## config.mk

```make
export PLATFORM = sky130hd
export DESIGN_NAME = hidden_reader
export DESIGN_NICKNAME = d
export VERILOG_FILES = /design/src/rtl/hidden_reader.sv
export SDC_FILE = /design/constraint.sdc
export NUM_CORES = 1
export LEC_CHECK = 0
export BUFFER_PORTS_ARGS = -buffer_cell sky130_fd_sc_hd__buf_2
export CAP_MARGIN = 10
export CORE_MARGIN = 2
export CORE_UTILIZATION = 48
export CTS_CLUSTER_DIAMETER = 50
export DETAILED_ROUTE_END_ITERATION = 6
export HOLD_SLACK_MARGIN = 0.15
export PLACE_DENSITY = 0.76
export RECOVER_POWER = 50
export SLEW_MARGIN = 20
export SYNTH_ARGS = -nofsm -noshare
export SYNTH_HDL_FRONTEND = slang
export SYNTH_SLANG_ARGS = --single-unit
```

## constraint.sdc

```tcl
create_clock -name clk -period 2.6 [get_ports clk]
set_clock_uncertainty 0.05 [all_clocks]
set_input_delay 0.13 -clock clk [delete_from_list [all_inputs] [get_ports clk]]
set_output_delay 0.13 -clock clk [all_outputs]
set_load 0.02 [all_outputs]
```

## src/rtl/hidden_reader.sv

```systemverilog
// Snapshots the hidden-neuron bus on start and streams it out
// GROUP neurons per beat over a valid/ready handshake.
module hidden_reader #(
    parameter int NUM   = 20,
    parameter int W     = 8,
    parameter int GROUP = 5
) (
    input  logic                 clk,
    input  logic                 rst,
    input  logic                 start,
    input  logic [NUM*W-1:0]     hidden_concat,
    output logic                 hidden_free,
    output logic [GROUP*W-1:0]   out_data,
    output logic [4:0]           out_idx,
    output logic                 out_valid,
    input  logic                 out_ready,
    output logic                 out_last,
    output logic                 busy,
    output logic                 done
);

    localparam int BEATS = NUM / GROUP;
    localparam int GW    = GROUP * W;
    localparam int CW    = (BEATS > 1) ? $clog2(BEATS) : 1;

    typedef enum logic [1:0] {
        IDLE,
        SEND,
        DONE
    } state_t;

    state_t            state;
    logic [NUM*W-1:0]  snap;
    logic [CW-1:0]     cnt;
    logic [CW-1:0]     nxt;
    logic [GW-1:0]     beat_of [BEATS];

    assign nxt = cnt + 1'b1;

    for (genvar b = 0; b < BEATS; b++) begin : g_beat
        assign beat_of[b] = snap[b*GW +: GW];
    end

    always_ff @(posedge clk) begin
        if (!rst) begin
            state       <= IDLE;
            snap        <= '0;
            cnt         <= '0;
            out_data    <= '0;
            out_idx     <= '0;
            out_valid   <= 1'b0;
            out_last    <= 1'b0;
            busy        <= 1'b0;
            done        <= 1'b0;
            hidden_free <= 1'b0;
        end else begin
            hidden_free <= 1'b0;
            done        <= 1'b0;
            unique case (state)
                IDLE: begin
                    if (start) begin
                        // First beat comes straight off the bus so it is
                        // valid the cycle after capture.
                        snap        <= hidden_concat;
                        cnt         <= '0;
                        state       <= SEND;
                        hidden_free <= 1'b1;
                        busy        <= 1'b1;
                        out_valid   <= 1'b1;
                        out_data    <= hidden_concat[GW-1:0];
                        out_idx     <= '0;
                        out_last    <= (BEATS == 1);
                    end
                end
                SEND: begin
                    if (out_ready) begin
                        if (32'(cnt) == BEATS - 1) begin
                            state     <= DONE;
                            done      <= 1'b1;
                            out_valid <= 1'b0;
                            out_data  <= '0;
                            out_idx   <= '0;
                            out_last  <= 1'b0;
                        end else begin
                            cnt      <= nxt;
                            out_data <= beat_of[nxt];
                            out_idx  <= 5'(32'(nxt) * GROUP);
                            out_last <= (32'(nxt) == BEATS - 1);
                        end
                    end
                end
                DONE: begin
                    state <= IDLE;
                    busy  <= 1'b0;
                end
                default: state <= IDLE;
            endcase
        end
    end

endmodule
```

# Word level (Yosys, flattened, before mapping)
# Index checks and enable logic that the tools add are counted.
[totals]
ff_bits = 214
latch_bits = 0
ramBits = 0
romBits = 0
inputBits = 164
output_inout_bits = 50
elab_cells = 63
mem_count = 0
[op_classes]
addsub = 1
n_mul = 1
div_mod_pow = 0
n_lt_le_gt_ge = 1
n_eq_ne = 8
n_shift = 0
n_mux = 30
n_bitwise = 1
reduce_logical = 11
[op_table]
columns = ["op", "count"]
rows = [
  ["$mux 40", 5],
  ["$bmux 40 s2", 1],
  ["$pmux 40 s2", 1],
  ["$mux 5", 3],
  ["$mux 2", 6],
  ["$pmux 5 s2", 1],
  ["$reduce_and 3->1", 3],
  ["$mux 1", 8],
  ["$ne 2x2->1 const B", 4],
  ["$pmux 2 s2", 2],
  ["$reduce_and 4->1", 2],
  ["$eq 2x2->1 const B", 3],
  ["$pmux 1 s2", 3],
  ["$reduce_and 2->1", 3],
  ["$mul 2x3->5 const B", 1],
  ["$reduce_bool 2->1", 2],
  ["$ge 3x3->1 const B", 1],
  ["$not 2->3", 1],
  ["$add 2x1->2 const B", 1],
  ["$eq 2x1->1 const B", 1],
  ["$logic_not 2->1", 1],
]

# Logic depth before layout (Yosys ltp)
[depth]
ltp_word = 8
ltp_mapped = 9
depth_no_buf = 5

# Worst setup path after synthesis
# No wires, ideal clock.
[synth_path]
path_type = "reg2reg"
start = "register cnt[0]"
end = "register out_data[25]"
setup_time_ns = 0.060
arrival_time_ns = 2.383
t_required_ns = 2.490
setup_slack_ns = 0.107
path_stages_with_launch = 10
path_buffers = 4
synth_period_minus_slack_ns = 2.493
path_cell_list = "dfxtp_1 -> buf_4 -> buf_1 -> inv_1 -> ha_1 -> or4b_1 -> buf_2 -> buf_6 -> o22ai_1 -> o221a_1"
[synth_via]
elab_chain_len = 8
word_cells_on_any_way = 9
classes_between = "add/sub: 1; eq/ne: 1; mux: 6; bitwise: 1"
[synth_lines]
columns = ["element", "line_no", "source"]
rows = [
  ["from (decl)", "34", "logic [CW-1:0] cnt;"],
  ["from (signal assigned)", "85", "cnt <= nxt;"],
  ["$add 2x1->2", "38", "assign nxt = cnt + 1'b1;"],
  ["$not 2->3 (not written as such)", "86", "out_data <= beat_of[nxt];"],
  ["$bmux 40 s2", "86", ""],
  ["$mux 40 (not written as such) (2 in series)", "86", ""],
  ["$mux 40 *", "77", "if (32'(cnt) == BEATS - 1) begin"],
  ["$mux 40 *", "76", "if (out_ready) begin"],
  ["$pmux 40 s2 *", "59", "unique case (state)"],
  ["to (signal assigned)", "70", "out_data <= hidden_concat[GW-1:0];"],
  ["to (signal assigned)", "86", ""],
  ["to (decl)", "13", "output logic [GROUP*W-1:0] out_data,"],
]
# Every way passes the cells marked *; elsewhere a longest branch is shown, timed or not. The select of a mux whose other input is x is not followed.
# A chain may end at the register's enable or synchronous reset.

# Worst setup path in the final report
[layout_path]
start = "register state[1]"
end = "register out_last"
[layout_via]
elab_chain_len = 3
word_cells_on_any_way = 7
classes_between = "eq/ne: 3; mux: 1; reduce/logical: 3"
[layout_lines]
columns = ["element", "line_no", "source"]
rows = [
  ["from (decl)", "32", "state_t state;"],
  ["from (signal assigned)", "46", "state <= IDLE;"],
  ["from (signal assigned)", "66", "state <= SEND;"],
  ["from (signal assigned)", "78", "state <= DONE;"],
  ["$eq 2x1->1 or $logic_not 2->1 (tied branches)", "59", ""],
  ["$ne 2x2->1 (no source line) or $reduce_bool 2->1 (tied branches)", "-", ""],
  ["$reduce_and 3->1 (no source line)", "-", ""],
  ["to (signal assigned)", "72", "out_last <= (BEATS == 1);"],
  ["to (signal assigned)", "88", "out_last <= (32'(nxt) == BEATS - 1);"],
  ["to (decl)", "17", "output logic out_last,"],
]
# Several ways; a longest one is shown, not always the timed one.

==> metrics.cfg <==
[clock_tree]
cts_sinks=211
clk_latency_ns=0.52
cts_tree=built
cts_buffer_depth=3
numCtsBuffers=26
root_buffer=clkbuf_16
cts-resized-gates=0
htree_levels=1
cts.clk_slew.worst_paths_ns=0.06

[grt]
grt_pass1_vias=9493
overflow=0
grt_first_pass_wirelength_um=47100
grt_max_degree=107
track_usage_pct=28.9
antenna_found_initial=1

[sta]
rsz0062_at_grt=no
period_share_pct=91.1
min_period_ns=2.37
layout_setup_ws_ns=0.231
setup_viol=0
holdWs_ns=0.342
tightest_slew_ns=1.26
timing.slew.headroom_pct=15.8
slew_violations=0
hold_viol_final=0
fmax_ghz=0.422
fin_tns_setup_ns=0

[die]
core_area_um2=18500
die-area_um2=19800
rows=50
fp.dieH_um=141
die_w_um=141
ios=214
start_util_pct=48.5

[layout]
num-nets-final=1603
area_growth_pct=44.5
design_area_um2=13000
drive_above_1_share_pct=16.3
nFillCells=1360

[worst_setup_path]
worst_setup_path_end_kind=flip-flop
arrival_ns=2.78
cp_slowest_stage_delay_ns=0.58
crit_path_cell_trace=inv_1 -> clkbuf_2 -> nand4_1 -> a21oi_1 -> dlygate4sd3_1
startpoint_type=flip-flop
crit_slowest_cell=dlygate4sd3_1
critPathRequiredTime_ns=3.01
worst-setup-path-type=flip-flop to flip-flop
worstPathMaxFanout=25

[synthesis]
synth_cell_type_count=34
synth_nets=1244
synth-xor-area-share_pct=0
async_flop_share_pct=0
synth_seq_cells=211
synth.area.top_cells=dfxtp_1 (47%), nand2_1 (14%), a21oi_1 (9.3%)
synth_simple_gate_area_share_pct=18.3
synthFlopType=dfxtp_1
yosysTopAreaCell=dfxtp_1
synth_edf_count=0
yosysMostFrequentCell=nand2_1
synth_common_cells=nand2_1 (324), dfxtp_1 (211), a21oi_1 (166), mux2i_1 (81), clkbuf_1 (63)
yosys_warnings=0
synth.avg_cell_area_um2=8.33
synthCells=1078
synthMuxAreaShare_pct=9.03
synth_seq_area_share_pct=47.1
synth_top_cell_area_share_pct=47.1
synth_top_family_by_area=compound AO/OA/AOI/OAI gates
synth-compound-area-share_pct=19.9
syn_area_um2=8980
synth_fa_ha_area_share_pct=0.279

[routing]
ant_nets=0
via_per_inst=5.53
routedWlPerCell_um=17.3
drt_wl_total_um=29300
drc=0
vias=9359
drt_iter0_markers=553
dr.pass1.iters=5

[placement]
post_dp_cell_area_um2=10100
dpl_worst_slack_ns=0.348
globalplace.congestion=0.781
io_buffers=212
dp_hpwl_um=15800

[power]
power_mw=8.67
p_per_area_nw_per_um2=669
peakVddDrop_mv=0.518
leakagePower_nw=5.04

[flow_run]
drv_cap=0

[outcome]
outcome=complete, no violations

[min_path]
hold_class=input port to flip-flop

==> cells by family after synthesis <==
kind of cell / count (synthesis)
compound gates: 294
fa+ha+maj: 2
buf+inv: 108
flops: 211
mux: 81
other cells: 1
simple gates: 381
==> flip-flops by register name, summed over array words and instances, names as in the netlist <==
name	cells
out_data	40
busy	1
out_idx	2
state	2
cnt	2
snap	160
hidden_free	1
out_last	1
out_valid	1
done	1
==> cell usage in the layout (no fill, tap or decap), types with 41 or more instances in the layout <==
master,netlist,final
nand2_1,324,324
dfxtp_1,211,210
dlygate4sd3_1,0,203
a21oi_1,166,166
buf_2,22,164
mux2i_1,81,81
clkbuf_1,63,51
o21ai_0,44,44
o22ai_1,41,41
==> critical path: cells and delay by family, from the launching register on <==
family	cells	cell delay, ns
DFF	1	0.38
buffers and inverters	3	1.55
AOI/OAI and AO/OA	1	0.17
and+or+nand+nor	1	0.15
==> report_power, final <==
| group | switching (mW) | internal (mW) | leakage (nW) |
|---|---|---|---|
| registers | 0.136 | 3.46 | 1.74 |
| clock network | 1.41 | 2.35 | 0.448 |
| logic | 0.716 | 0.609 | 2.86 |
| total | 2.26 | 6.41 | 5.04 |
==> timing repair <==
action,4_1_cts,5_1_grt
setup buffers,0,0
hold buffers,203,0
endpoints found under the hold margin,209,0
==> path summary, 6_finish.rpt <==
check        slack (ns)  cells after the start         startpoint        end
max reg2reg        0.23                      5           state[1]   out_last
min                0.34                      4  hidden_concat[51]   snap[51]
max                0.23                      5           state[1]   out_last
min reg2reg        0.40                      2          snap[104]  snap[104]
==> final cells by class <==
class                      instances  area [µm²]  share of cell area, %
clock buffer                      34         752                   5.80
multi-input combinational        759        4290                   33.1
inverter                           4        17.5                  0.135
tap                              234         293                   2.26
antenna                            2        5.00                 0.0386
timing repair buffer             435        3230                   24.9
sequential                       211        4230                   32.6
clock inverter                    13         166                   1.28
==> stage by stage <==
| stage | util (%) | std cells |
|---|---|---|
| 2_1_floorplan | - | 1078 |
| 3_3_place_gp | 54.5 | 1440 |
| 3_5_place_dp | 54.5 | 1440 |
| 4_1_cts | 70.4 | 1690 |
| 5_1_grt | 70.0 | 1691 |
| 6_report | 70.1 | 1692 |
==> per-layer routing <==
layer	wire [µm]	track usage, %	vias up
met5	0	0	-
met4	1430	14.4	0
met3	1690	4.59	113
met2	14700	52.1	386
met1	11500	33.2	4409
li1	-	-	4451
Note: power is estimated with default switching activity, not from simulation.
